File: src/rtl/fmap_wr_arbiter.sv
// fmap_wr_arbiter: schedules the single feature-map BRAM write port (port A)
// between max-pool writeback (never stalls, always wins) and the host image
// loader (valid/ready). Applies the ping-pong bank base to pool writes and
// counts writes per phase, pulsing layer_done / load_done on completion.
// Optional build macro: FMAP_WR_ARB_STATS_EN adds the host_stall_cnt output.
module fmap_wr_arbiter #(
  parameter int DATA_WIDTH = 8,
  parameter int LANES = 8,
  parameter int ADDR_WIDTH = 12,
  parameter logic [ADDR_WIDTH-1:0] BANK_HI = 12'h400
) (
  input  logic                        clk,
  input  logic                        rst,
  input  logic [3:0]                  layer,
  input  logic                        layer_start,
  input  logic [ADDR_WIDTH-1:0]       wr_target,
  input  logic                        load_start,
  input  logic [ADDR_WIDTH-1:0]       load_words,
  input  logic                        host_valid,
  output logic                        host_ready,
  input  logic [DATA_WIDTH*LANES-1:0] host_data,
  input  logic                        pool_valid,
  input  logic [ADDR_WIDTH-1:0]       pool_addr,
  input  logic [DATA_WIDTH*LANES-1:0] pool_data,
  output logic [ADDR_WIDTH-1:0]       bram_addra,
  output logic [DATA_WIDTH*LANES-1:0] bram_dina,
  output logic                        bram_wea,
  output logic                        busy,
  output logic                        layer_done,
  output logic                        load_done,
  output logic                        wr_err
`ifdef FMAP_WR_ARB_STATS_EN
  ,
  output logic [15:0]                 host_stall_cnt
`endif
);

  localparam int CW = ADDR_WIDTH + 1;

  typedef enum logic [1:0] {
    ST_IDLE = 2'd0,
    ST_LOAD = 2'd1,
    ST_RUN  = 2'd2
  } state_t;

  state_t                state_r;
  logic [CW-1:0]         cnt_r;
  logic [3:0]            layer_r;
  logic [ADDR_WIDTH-1:0] target_r;
  logic [ADDR_WIDTH-1:0] words_r;

  logic [ADDR_WIDTH-1:0] bank_base_s;
  logic [ADDR_WIDTH-1:0] pool_wr_addr_s;
  logic [CW-1:0]         cnt_inc_s;
  logic                  host_fire_s;
  logic                  start_any_s;

  // Bank select from the latched layer, pool address offset, and count step.
  always_comb begin
    bank_base_s = {ADDR_WIDTH{1'b0}};
    if ((layer_r < 4'd4) || (layer_r > 4'd7)) begin
      bank_base_s = BANK_HI;
    end else begin
      bank_base_s = {ADDR_WIDTH{1'b0}};
    end
    pool_wr_addr_s = bank_base_s + pool_addr;
    // cnt is wide enough for any target; hold at all-ones rather than wrap
    if (cnt_r == {CW{1'b1}}) begin
      cnt_inc_s = cnt_r;
    end else begin
      cnt_inc_s = cnt_r + {{(CW-1){1'b0}}, 1'b1};
    end
  end

  // Pool always blocks the host; host is only ready while words remain.
  assign host_ready  = (state_r == ST_LOAD) && !pool_valid && (cnt_r < {1'b0, words_r});
  assign host_fire_s = host_ready && host_valid;
  assign start_any_s = layer_start || load_start;
  assign busy        = (state_r != ST_IDLE);

  // Phase FSM plus registered port-A write and done/error flags.
  always_ff @(posedge clk or posedge rst) begin
    if (rst) begin
      state_r    <= ST_IDLE;
      cnt_r      <= {CW{1'b0}};
      layer_r    <= 4'd0;
      target_r   <= {ADDR_WIDTH{1'b0}};
      words_r    <= {ADDR_WIDTH{1'b0}};
      bram_addra <= {ADDR_WIDTH{1'b0}};
      bram_dina  <= {(DATA_WIDTH*LANES){1'b0}};
      bram_wea   <= 1'b0;
      layer_done <= 1'b0;
      load_done  <= 1'b0;
      wr_err     <= 1'b0;
    end else begin
      bram_wea   <= 1'b0;
      layer_done <= 1'b0;
      load_done  <= 1'b0;
      // Port A: pool first, then an accepted host word
      if (pool_valid) begin
        bram_wea   <= 1'b1;
        bram_addra <= pool_wr_addr_s;
        bram_dina  <= pool_data;
        if (state_r != ST_RUN) begin
          wr_err <= 1'b1;
        end
      end else if (host_fire_s) begin
        bram_wea   <= 1'b1;
        bram_addra <= cnt_r[ADDR_WIDTH-1:0];
        bram_dina  <= host_data;
      end else begin
        bram_addra <= bram_addra;
        bram_dina  <= bram_dina;
      end
      case (state_r)
        ST_IDLE: begin
          if (load_start) begin
            state_r <= ST_LOAD;
            words_r <= load_words;
            cnt_r   <= {CW{1'b0}};
          end else if (layer_start) begin
            state_r  <= ST_RUN;
            layer_r  <= layer;
            target_r <= wr_target;
            cnt_r    <= {CW{1'b0}};
          end else begin
            state_r <= ST_IDLE;
          end
        end
        ST_LOAD: begin
          if (start_any_s) begin
            wr_err <= 1'b1;
          end
          if (words_r == {ADDR_WIDTH{1'b0}}) begin
            load_done <= 1'b1;
            state_r   <= ST_IDLE;
          end else if (host_fire_s) begin
            cnt_r <= cnt_inc_s;
            if (cnt_inc_s == {1'b0, words_r}) begin
              load_done <= 1'b1;
              state_r   <= ST_IDLE;
            end
          end else begin
            state_r <= ST_LOAD;
          end
        end
        ST_RUN: begin
          if (start_any_s) begin
            wr_err <= 1'b1;
          end
          if (target_r == {ADDR_WIDTH{1'b0}}) begin
            layer_done <= 1'b1;
            state_r    <= ST_IDLE;
          end else if (pool_valid) begin
            cnt_r <= cnt_inc_s;
            if (cnt_inc_s == {1'b0, target_r}) begin
              layer_done <= 1'b1;
              state_r    <= ST_IDLE;
            end
          end else begin
            state_r <= ST_RUN;
          end
        end
        default: begin
          state_r <= ST_IDLE;
        end
      endcase
    end
  end

`ifdef FMAP_WR_ARB_STATS_EN
  logic [15:0] stall_cnt_r;

  // Saturating count of LOAD cycles where the host offered data but was held off.
  always_ff @(posedge clk or posedge rst) begin
    if (rst) begin
      stall_cnt_r <= 16'h0000;
    end else if ((state_r == ST_IDLE) && load_start) begin
      stall_cnt_r <= 16'h0000;
    end else if ((state_r == ST_LOAD) && host_valid && !host_ready && (stall_cnt_r != 16'hFFFF)) begin
      stall_cnt_r <= stall_cnt_r + 16'd1;
    end else begin
      stall_cnt_r <= stall_cnt_r;
    end
  end

  assign host_stall_cnt = stall_cnt_r;
`endif

endmodule

File: config.mk
export PLATFORM = sky130hd
export DESIGN_NAME = fmap_wr_arbiter
export DESIGN_NICKNAME = d
export VERILOG_FILES = /design/src/rtl/fmap_wr_arbiter.sv
export SDC_FILE = /design/constraint.sdc
export NUM_CORES = 1
export LEC_CHECK = 0
export ABC_AREA = 0
export CORE_UTILIZATION = 45
export DETAILED_ROUTE_END_ITERATION = 10
export PLACE_DENSITY_LB_ADDON = 0.3
export SLEW_MARGIN = 20
export SYNTH_ARGS = -nofsm -noshare
export SYNTH_HDL_FRONTEND = slang
export SYNTH_SLANG_ARGS = --single-unit
export TNS_END_PERCENT = 50
File: constraint.sdc
create_clock -name clk -period 4.65 [get_ports clk]
set_input_delay 0.6975 -clock clk [delete_from_list [all_inputs] [get_ports clk]]
set_output_delay 0.6975 -clock clk [all_outputs]
set_load 0.03 [all_outputs]
**Yosys cells after proc, flatten, opt, wreduce, memory -nomap -nowiden**

Cells that the tools add are included.

- Register bits: 123
- Logic and storage cells: 83

- Add/sub/neg operators: 2
- Bitwise operators: 1
- $lt $le $gt $ge: 3
- Reductions and logical operators: 17
- Equal/unequal tests: 13
- Multiplexer cells: 36

Operators by type and width:

| kind | count |
|---|---|
| $mux W64 | 2 |
| $mux W13 | 7 |
| $pmux W13 S3 | 1 |
| $eq A13 B12 Y1 | 2 |
| $logic_not A12 Y1 | 2 |
| $mux W12 | 2 |
| $mux W2 | 8 |
| $mux W1 | 14 |
| $add A13 B1 Y13 const B | 1 |
| $eq A13 B13 Y1 const B | 1 |
| $lt A13 B12 Y1 | 1 |
| $add A12 B12 Y12 | 1 |
| $mux W11 | 1 |
| $ne A2 B2 Y1 const B | 5 |
| $pmux W2 S3 | 1 |
| $reduce_and A6 Y1 | 1 |
| $gt A4 B3 Y1 const B | 1 |
| $lt A4 B3 Y1 const B | 1 |
| $ne A4 B2 Y1 const B | 1 |
| $ne A4 B4 Y1 const B | 1 |
| $reduce_and A2 Y1 | 2 |
| $reduce_bool A2 Y1 | 2 |
| $logic_and A1 B1 Y1 | 3 |
| $ne A3 B3 Y1 const B | 1 |
| 9 further kinds | 10 |

**Depth between registers and ports, before layout**

Gate-level depths: netlist of run 1.

- Depth after elaboration: 7
- Depth in mapped cells: 12
- Depth with buffers taken out: 10

**Worst setup path after synthesis of run 1**

No wires, ideal clock.

- Path type: flip-flop to flip-flop
- Start: register cnt_r[1]
- End: register state_r[0]
- Cell stages (with the launch flop): 11
- Arrival: 2.814 ns
- Path buffers: 1
- Library setup time: 0.128 ns
- Clock period less this slack: 2.942 ns
- Slack: 1.708 ns
- Cells stage by stage: dfrtp_1 > ha_1 > and2_1 > buf_2 > a31oi_1 > a31oi_1 > xor2_1 > or4b_4 > nor4_4 > a2bb2oi_2 > mux2_1

- Cells in the longest elaborated chain, start to end: 6
- Elaborated cells on any way between the ends: 14
- Those cells by class: add/sub: 1; order compare: 1; eq/ne: 5; mux: 4; reduce/logical: 3

Ends and longest elaborated chain:

| item | line | RTL |
|---|---|---|
| start: declaration | 47 | `logic [CW-1:0] cnt_r;` |
| start signal: assignment | 85 | `cnt_r <= {CW{1'b0}};` |
| start signal: assignment | 120 | `cnt_r <= {CW{1'b0}};` |
| start signal: assignment | 125 | `cnt_r <= {CW{1'b0}};` |
| parallel branches: the longest is 6 deep, another holds $add A13 B1 Y13 | - |  |
| end signal: assignment | 118 | `state_r <= ST_LOAD;` |
| end signal: assignment | 136 | `state_r <= ST_IDLE;` |
| end signal: assignment | 141 | `state_r <= ST_IDLE;` |
| end: declaration | 46 | `state_t state_r;` |

Parallel ways; which one is timed is not known.
A chain may end at the register's enable or synchronous reset.

**Worst setup path in the final report of run 1**

- Start: register cnt_r[0]
- End: register state_r[1]

Same word-level chain as after synthesis.

==> flow_summary_export.csv, run 1 <==
group,metric,value,unit
drt,drtPass1Iterations,5,
global_route,overflow,0,
timing,setup_viol,0,
timing,fmax,276.3,MHz
worst_setup_path,max_stage_delay,560,ps
die,die_x,123.9,um
global_route,antenna_found_initial,1,
timing,period_share,77.84,%
synthesis,synthTopCellsByArea,"dfrtp_1, mux2i_1, o21ai_0, nand2_1, mux2_2",
die,io_pins,256,
timing,worstMarginPinSlew,1036,ps
drt,drt-wirelength-per-cell,18.14,um
worst_setup_path,crit_family,"simple AND/OR/NAND/NOR gates",
drt,top_layer,"met4",
timing,tns,0,ps
clock_network,htree_levels,4,
drt,wl_met3,1574,um
worst_setup_path,criticalPathCategory,"register to register",
drt,drt-met1-wl,8104,um
synthesis,synthCells,684,
power_and_ir_drop,p_leak,0.004218,uW
drt,drt_iter0_markers,402,
worst_setup_path,required,4940,ps
global_route,grt_pass1_wl,31630,um
worst_setup_path,worstRegToRegCells,9,
synthesis,ys_seq_area_share,45.26,%
timing,relSlewSlack,30.71,%
worst_setup_path,startpoint_type,"register",
worst_setup_path,cp-end-kind,"register",
synthesis,synth_commonest_cells,"dfrtp_1, nand2_1, o21ai_0",
clock_network,clkLatencyLatePin,420,ps
die,rows,44,
global_route,grt_pass1_vias,6191,
die,initial_core_util,46.03,%
worst_setup_path,path_cells,"ha_1 -> and2_1 -> a31oi_1 -> a31oi_1 -> xor2_1 -> or4b_4 -> nor4_4 -> a2bb2oi_2 -> mux2_1",
drt,drcViolationCount,0,
min_path,hold_path_class,"register to register",
global_route,grt_usage,27.49,%
power_and_ir_drop,power_density,481.9,nW/um^2
clock_network,postCtsSetupRepairBufs,0,
synthesis,synth_fp_nets,875,
clock_network,cts_made_buffers,17,
synthesis,synth_edf_count,0,
die,die_area,15360,um^2
clock_network,tritoncts,"yes",
timing,slew_viol_final,0,
power_and_ir_drop,ir_drop,287.1,uV
clock_network,clk_pin_slew,50,ps
worst_setup_path,slowest_stage,"dfrtp_1",
die,core,14530,um^2
timing,period_needed,3620,ps
synthesis,ys_async_sr_fraction,100.0,%
timing,hold_ws,470.2,ps
synthesis,netlist.area_leader.share,45.26,%
timing,final-hold-violation-count,0,
clock_network,cts-root-buf,"clkbuf_16",
worst_setup_path,cp.arrival,3910,ps
global_route,grt_max_degree,79,
drt,wl_met2,10040,um
worst_setup_path,cp_num_buf_inv,0,
synthesis,synth_area,6690,um^2
clock_network,postCtsHoldBufs,0,
place,gp_congestion,0.9069,
job,maxCapViolCount,0,
clock_network,cts_sinks,121,
clock_network,cts_resized,0,
place,portBuffers,253,
drt,dr_total_vias,6145,
clock_network,clock_path_buffers,2,
synthesis,ys_ff_latch,121,
synthesis,synth.largest_area_cell,"dfrtp_1",
worst_setup_path,crit_fanout,10,
timing,rsz0062_at_grt,"no",
final_layout,areaGrowthSynthToFinish,47.82,%
final_layout,fin_nets,1112,
synthesis,yosysMostFrequentCell,"dfrtp_1",
drt,drtAntennaViolNets,0,
min_path,hold_depth,2,
drt,routed_wl,20280,um
timing,fin_worst_skew,10.69,ps
die,die_h,123.9,um
synthesis,avgSynthCellArea,9.781,um^2
synthesis,synth_ff_type,"dfrtp_1",
synthesis,yosysWarnings,0,
place,dp_hpwl,15020,um
outcome,status,"finished, final reports clean",
worst_setup_path,crit_top_cell,"a31oi_1",
drt,post_drt_via_cell_ratio,5.496,
final_layout,drive_gt1_share,7.931,%
synthesis,synth_cell_types,62,
worst_setup_path,path_depth,9,
[cell usage in the layout, fill, tap and decap left out, types with 6 or more instances in the layout]
cell / n
a22oi_1: 9
and2_1: 6
mux2i_1: 66
nor2_1: 14
clkbuf_16: 17
xnor2_1: 12
clkdlybuf4s50_1: 252
o21ai_0: 81
mux2_2: 26
nor4_1: 7
a21oi_1: 33
ha_1: 17
nand4_1: 7
inv_1: 25
nand3_1: 16
nand2_1: 107
a31oi_1: 8
dfrtp_1: 121
[worst paths after layout]
check / start / to / slack (ps)
max in group asynchronous: rst / words_r[1]$_DFFE_PP0P_ / 3040
worst max register to register: cnt_r[0]$_DFFE_PP0P_ / state_r[1]$_DFFE_PP0P_ / 1030
worst min-delay path: bram_addra[2]$_DFFE_PP0P_ / bram_addra[2]$_DFFE_PP0P_ / 470
min in group asynchronous: rst / bram_dina[30]$_DFFE_PP0P_ / 770
worst max-delay path: cnt_r[0]$_DFFE_PP0P_ / state_r[1]$_DFFE_PP0P_ / 1030
worst min register to register: bram_addra[2]$_DFFE_PP0P_ / bram_addra[2]$_DFFE_PP0P_ / 470
[sequential cells by signal, summed over array words and instances (netlist names)]
signal and flops:
cnt_r 13, bram_dina 64, layer_r 2, wr_err 1, state_r 2, layer_done 1
target_r 12, words_r 12, bram_wea 1, bram_addra 12, load_done 1
[worst reg2reg max path, cell delays in order (launching register included)]
cell,delay (ps)
dfrtp_1,560
ha_1,350
and2_1,390
a31oi_1,140
a31oi_1,450
xor2_1,130
or4b_4,550
nor4_4,400
a2bb2oi_2,210
mux2_1,340
[cell families (layout without fill, tap and decap cells)]
group	count (synthesis)	in the layout	synth area share [%]
mux	94	94	14.59
xor+xnor	17	17	2.226
compound gates	172	172	15.69
buf+inv	66	315	4.114
flops	121	121	45.26
other cells	0	1	0
simple gates	197	197	14.94
fa+ha+maj	17	17	3.179
[per-stage QoR]
stage               std cells  setup slack, ps  utilization, %  power, uW  cell area [um^2]
global route             1118            853.7           68.04       5052              9889
finish                   1118             1030           68.04       4766              9889
detailed placement       1086             1079           64.21       3519              9333
CTS                      1117             1045           68.03       4793              9887
global placement         1086             1122           64.21       3486              9333
floorplan                 684            738.3               -       2819              6690
[where the power goes]
| group | internal, uW | total [uW] | switching [uW] |
|---|---|---|---|
| sequential | 1310 | 1590 | 275 |
| combinational | 909 | 1920 | 1010 |
| clock | 794 | 1260 | 463 |
[layout make-up]
class,count,area [um^2]
clock inverter,9,100.1
tap,184,230.2
sequential,121,3028
timing repair buffer,258,2580
antenna,1,2.502
fill,1165,4644
clock buffer,22,454.2
multi-input combinational,497,3395
inverter,26,100.1
[layer usage]
metal,up-vias,track usage [%]
li1,2930,-
met1,2934,33.02
met2,238,44.83
met3,43,9.203
met4,0,11.98
met5,-,0
Note: power is estimated with default switching activity, not from simulation.
==> run 2: changes to the inputs <==
--- a/config.mk
+++ b/config.mk
@@ -6,7 +6,7 @@
 export NUM_CORES = 1
 export LEC_CHECK = 0
 export ABC_AREA = 0
-export CORE_UTILIZATION = 45
+export CORE_UTILIZATION = 40
 export DETAILED_ROUTE_END_ITERATION = 10
 export PLACE_DENSITY_LB_ADDON = 0.3
 export SLEW_MARGIN = 20
==> constraint.sdc (replaced) <==
create_clock -name clk -period 3.3 [get_ports clk]
set_input_delay 0.495 -clock clk [delete_from_list [all_inputs] [get_ports clk]]
set_output_delay 0.495 -clock clk [all_outputs]
set_load 0.03 [all_outputs]
==> flow_summary_export.csv, run 2 (same netlist as run 1, synthesis figures left out) <==
group,metric,value,unit
power_and_ir_drop,p_sw_share,37.11,%
drt,drcViolationCount,0,
timing,relSlewSlack,32.08,%
clock_network,clkLatencyLatePin,420,ps
final_layout,layout_commonest_cell,"clkdlybuf4s50_1",
final_layout,final_cell_mix,"clkdlybuf4s50_1, dfrtp_1, nand2_1",
timing,setup_viol,0,
drt,dr_total_vias,6229,
clock_network,clk_pin_slew,60,ps
worst_setup_path,required,3650,ps
clock_network,clock_path_buffers,2,
timing,final-hold-violation-count,0,
die,die_area,17250,um^2
final_layout,drive_gt1_share,10.79,%
worst_setup_path,cp-end-kind,"register",
power_and_ir_drop,power,6819,uW
timing,fin_worst_skew,16.44,ps
place,portBuffers,253,
final_layout,fin_util,63.25,%
clock_network,cts_made_buffers,17,
clock_network,cts-root-buf,"clkbuf_16",
clock_network,cts_sinks,121,
power_and_ir_drop,internal-power,4289,uW
min_path,hold_path_class,"register to register",
die,initial_core_util,41.51,%
clock_network,htree_levels,4,
global_route,antenna_found_initial,0,
timing,slew_viol_final,0,
power_and_ir_drop,comb_power_share,41.8,%
power_and_ir_drop,power_density,669.0,nW/um^2
worst_setup_path,startpoint_type,"register",
timing,period_share,92.59,%
final_layout,reg.largest.list,"bram_dina x64, cnt_r x13",
worst_setup_path,criticalPathCategory,"register to register",
drt,drt-met1-wl,8910,um
timing,period_needed,3056,ps
drt,routed_wl,21760,um
final_layout,nFillCells,1371,
final_layout,largest_reg_flops,64,
job,maxCapViolCount,0,
clock_network,postCtsHoldBufs,0,
global_route,grt_pass1_vias,6455,
worst_setup_path,cp.arrival,3410,ps
final_layout,fin_nets,1143,
drt,drt_iter0_markers,334,
final_layout,top_register,"bram_dina",
final_layout,areaGrowthSynthToFinish,52.35,%
die,io_pins,256,
power_and_ir_drop,p_switching,2530,uW
drt,drtAntennaViolNets,0,
place,dp_hpwl,16440,um
drt,drt-wirelength-per-cell,18.44,um
die,rows,46,
power_and_ir_drop,ir_drop,458.3,uV
power_and_ir_drop,power_frac_clock,25.8,%
power_and_ir_drop,p_leak,0.004383,uW
drt,drtPass1Iterations,5,
die,core,16120,um^2
final_layout,diodes,0,
outcome,status,"finished, final reports clean",
global_route,grt_max_degree,83,
global_route,grt_usage,25.93,%
final_layout,multiInputGateArea,3395,um^2
place,gp_congestion,0.9455,
global_route,overflow,0,
timing,fmax,327.3,MHz
final_layout,regArea,3028,um^2
die,die_x,131.3,um
drt,wl_met2,10840,um
drt,post_drt_via_cell_ratio,5.279,
timing,worstMarginPinSlew,1015,ps
clock_network,tritoncts,"yes",
die,die_h,131.3,um
worst_setup_path,crit_fanout,13,
drt,top_layer,"met4",
global_route,grt_pass1_wl,34890,um
power_and_ir_drop,p_seq_share,32.4,%
drt,wl_met3,1574,um
## run 2: cell count changes in the layout (fill, tap and decap cells not counted), sizes merged
cell           change
buf               +31
clkdlybuf4s50      -1
clkinv             +1
diode              -1
dlygate4sd2        +1
inv                -1
## run 2: final timing paths
check	start	end	slack, ps	cells past startpoint
setup / recovery	cnt_r[8]$_DFFE_PP0P_	bram_addra[11]$_DFFE_PP0P_	240	8
hold / removal	bram_addra[9]$_DFFE_PP0P_	bram_addra[9]$_DFFE_PP0P_	470	2
setup reg to reg	cnt_r[8]$_DFFE_PP0P_	bram_addra[11]$_DFFE_PP0P_	240	8
hold reg to reg	bram_addra[9]$_DFFE_PP0P_	bram_addra[9]$_DFFE_PP0P_	470	2
max in group asynchronous	rst	bram_dina[57]$_DFFE_PP0P_	2140	3
min in group asynchronous	rst	bram_dina[13]$_DFFE_PP0P_	520	2
## run 2: layer usage
layer	GRT usage, %	vias up
li1	-	2993
met1	30.28	2971
met2	45.30	229
met3	7.948	36
met4	8.140	0
met5	0	-
## run 2: per-stage QoR
| stage | hold WS (ps) | area, um^2 | instances | setup slack, ps | setup TNS, ps |
|---|---|---|---|---|---|
| 4_1_cts | 474.0 | 10180 | 1179 | 218.6 | 0 |
| 6_report | 471.6 | 10190 | 1180 | 244.4 | 0 |
| 5_1_grt | 496.9 | 10190 | 1180 | -2.645 | -2.645 |
| 3_5_place_dp | 461.1 | 9637 | 1148 | 245.1 | 0 |
| 2_1_floorplan | 470.1 | 6694 | 684 | 358.1 | 0 |
| 3_3_place_gp | 458.4 | 9637 | 1148 | 237.9 | 0 |
## run 2: final cells by class
type | instances | share of cell area, %
clock buffers | 22 | 4.358
repair buffers | 289 | 27.99
well taps | 216 | 2.652
clock inverters | 9 | 0.9943
inverters | 26 | 0.9943
flip-flops and latches | 121 | 29.71
multi-input cells | 497 | 33.30
## run 2: repair_timing
item / CTS / global route
resized for setup: 1 / 1
endpoints found under the hold margin: 0 / 0
setup endpoints to repair: 1 / 13
setup buffers: 0 / 1
pin swaps: 0 / 1
## run 2: critical path, cell delays in order (launching register included)
cell      delay (ps)
dfrtp_1          510
ha_1             390
and4_1           240
and3_1           210
a211oi_2          80
buf_4            160
or2_2            340
nor2_1           780
a221o_1          280
## run 2: power by group through the flow
stage | Sequential (uW) | Combinational, uW | Clock (uW)
6_report | 2210 | 2850 | 1760
5_1_grt | 2270 | 3080 | 1860
4_1_cts | 2210 | 2850 | 1790
3_5_place_dp | 2220 | 2830 | 0
3_3_place_gp | 2220 | 2790 | 0
2_1_floorplan | 2450 | 1520 | 0
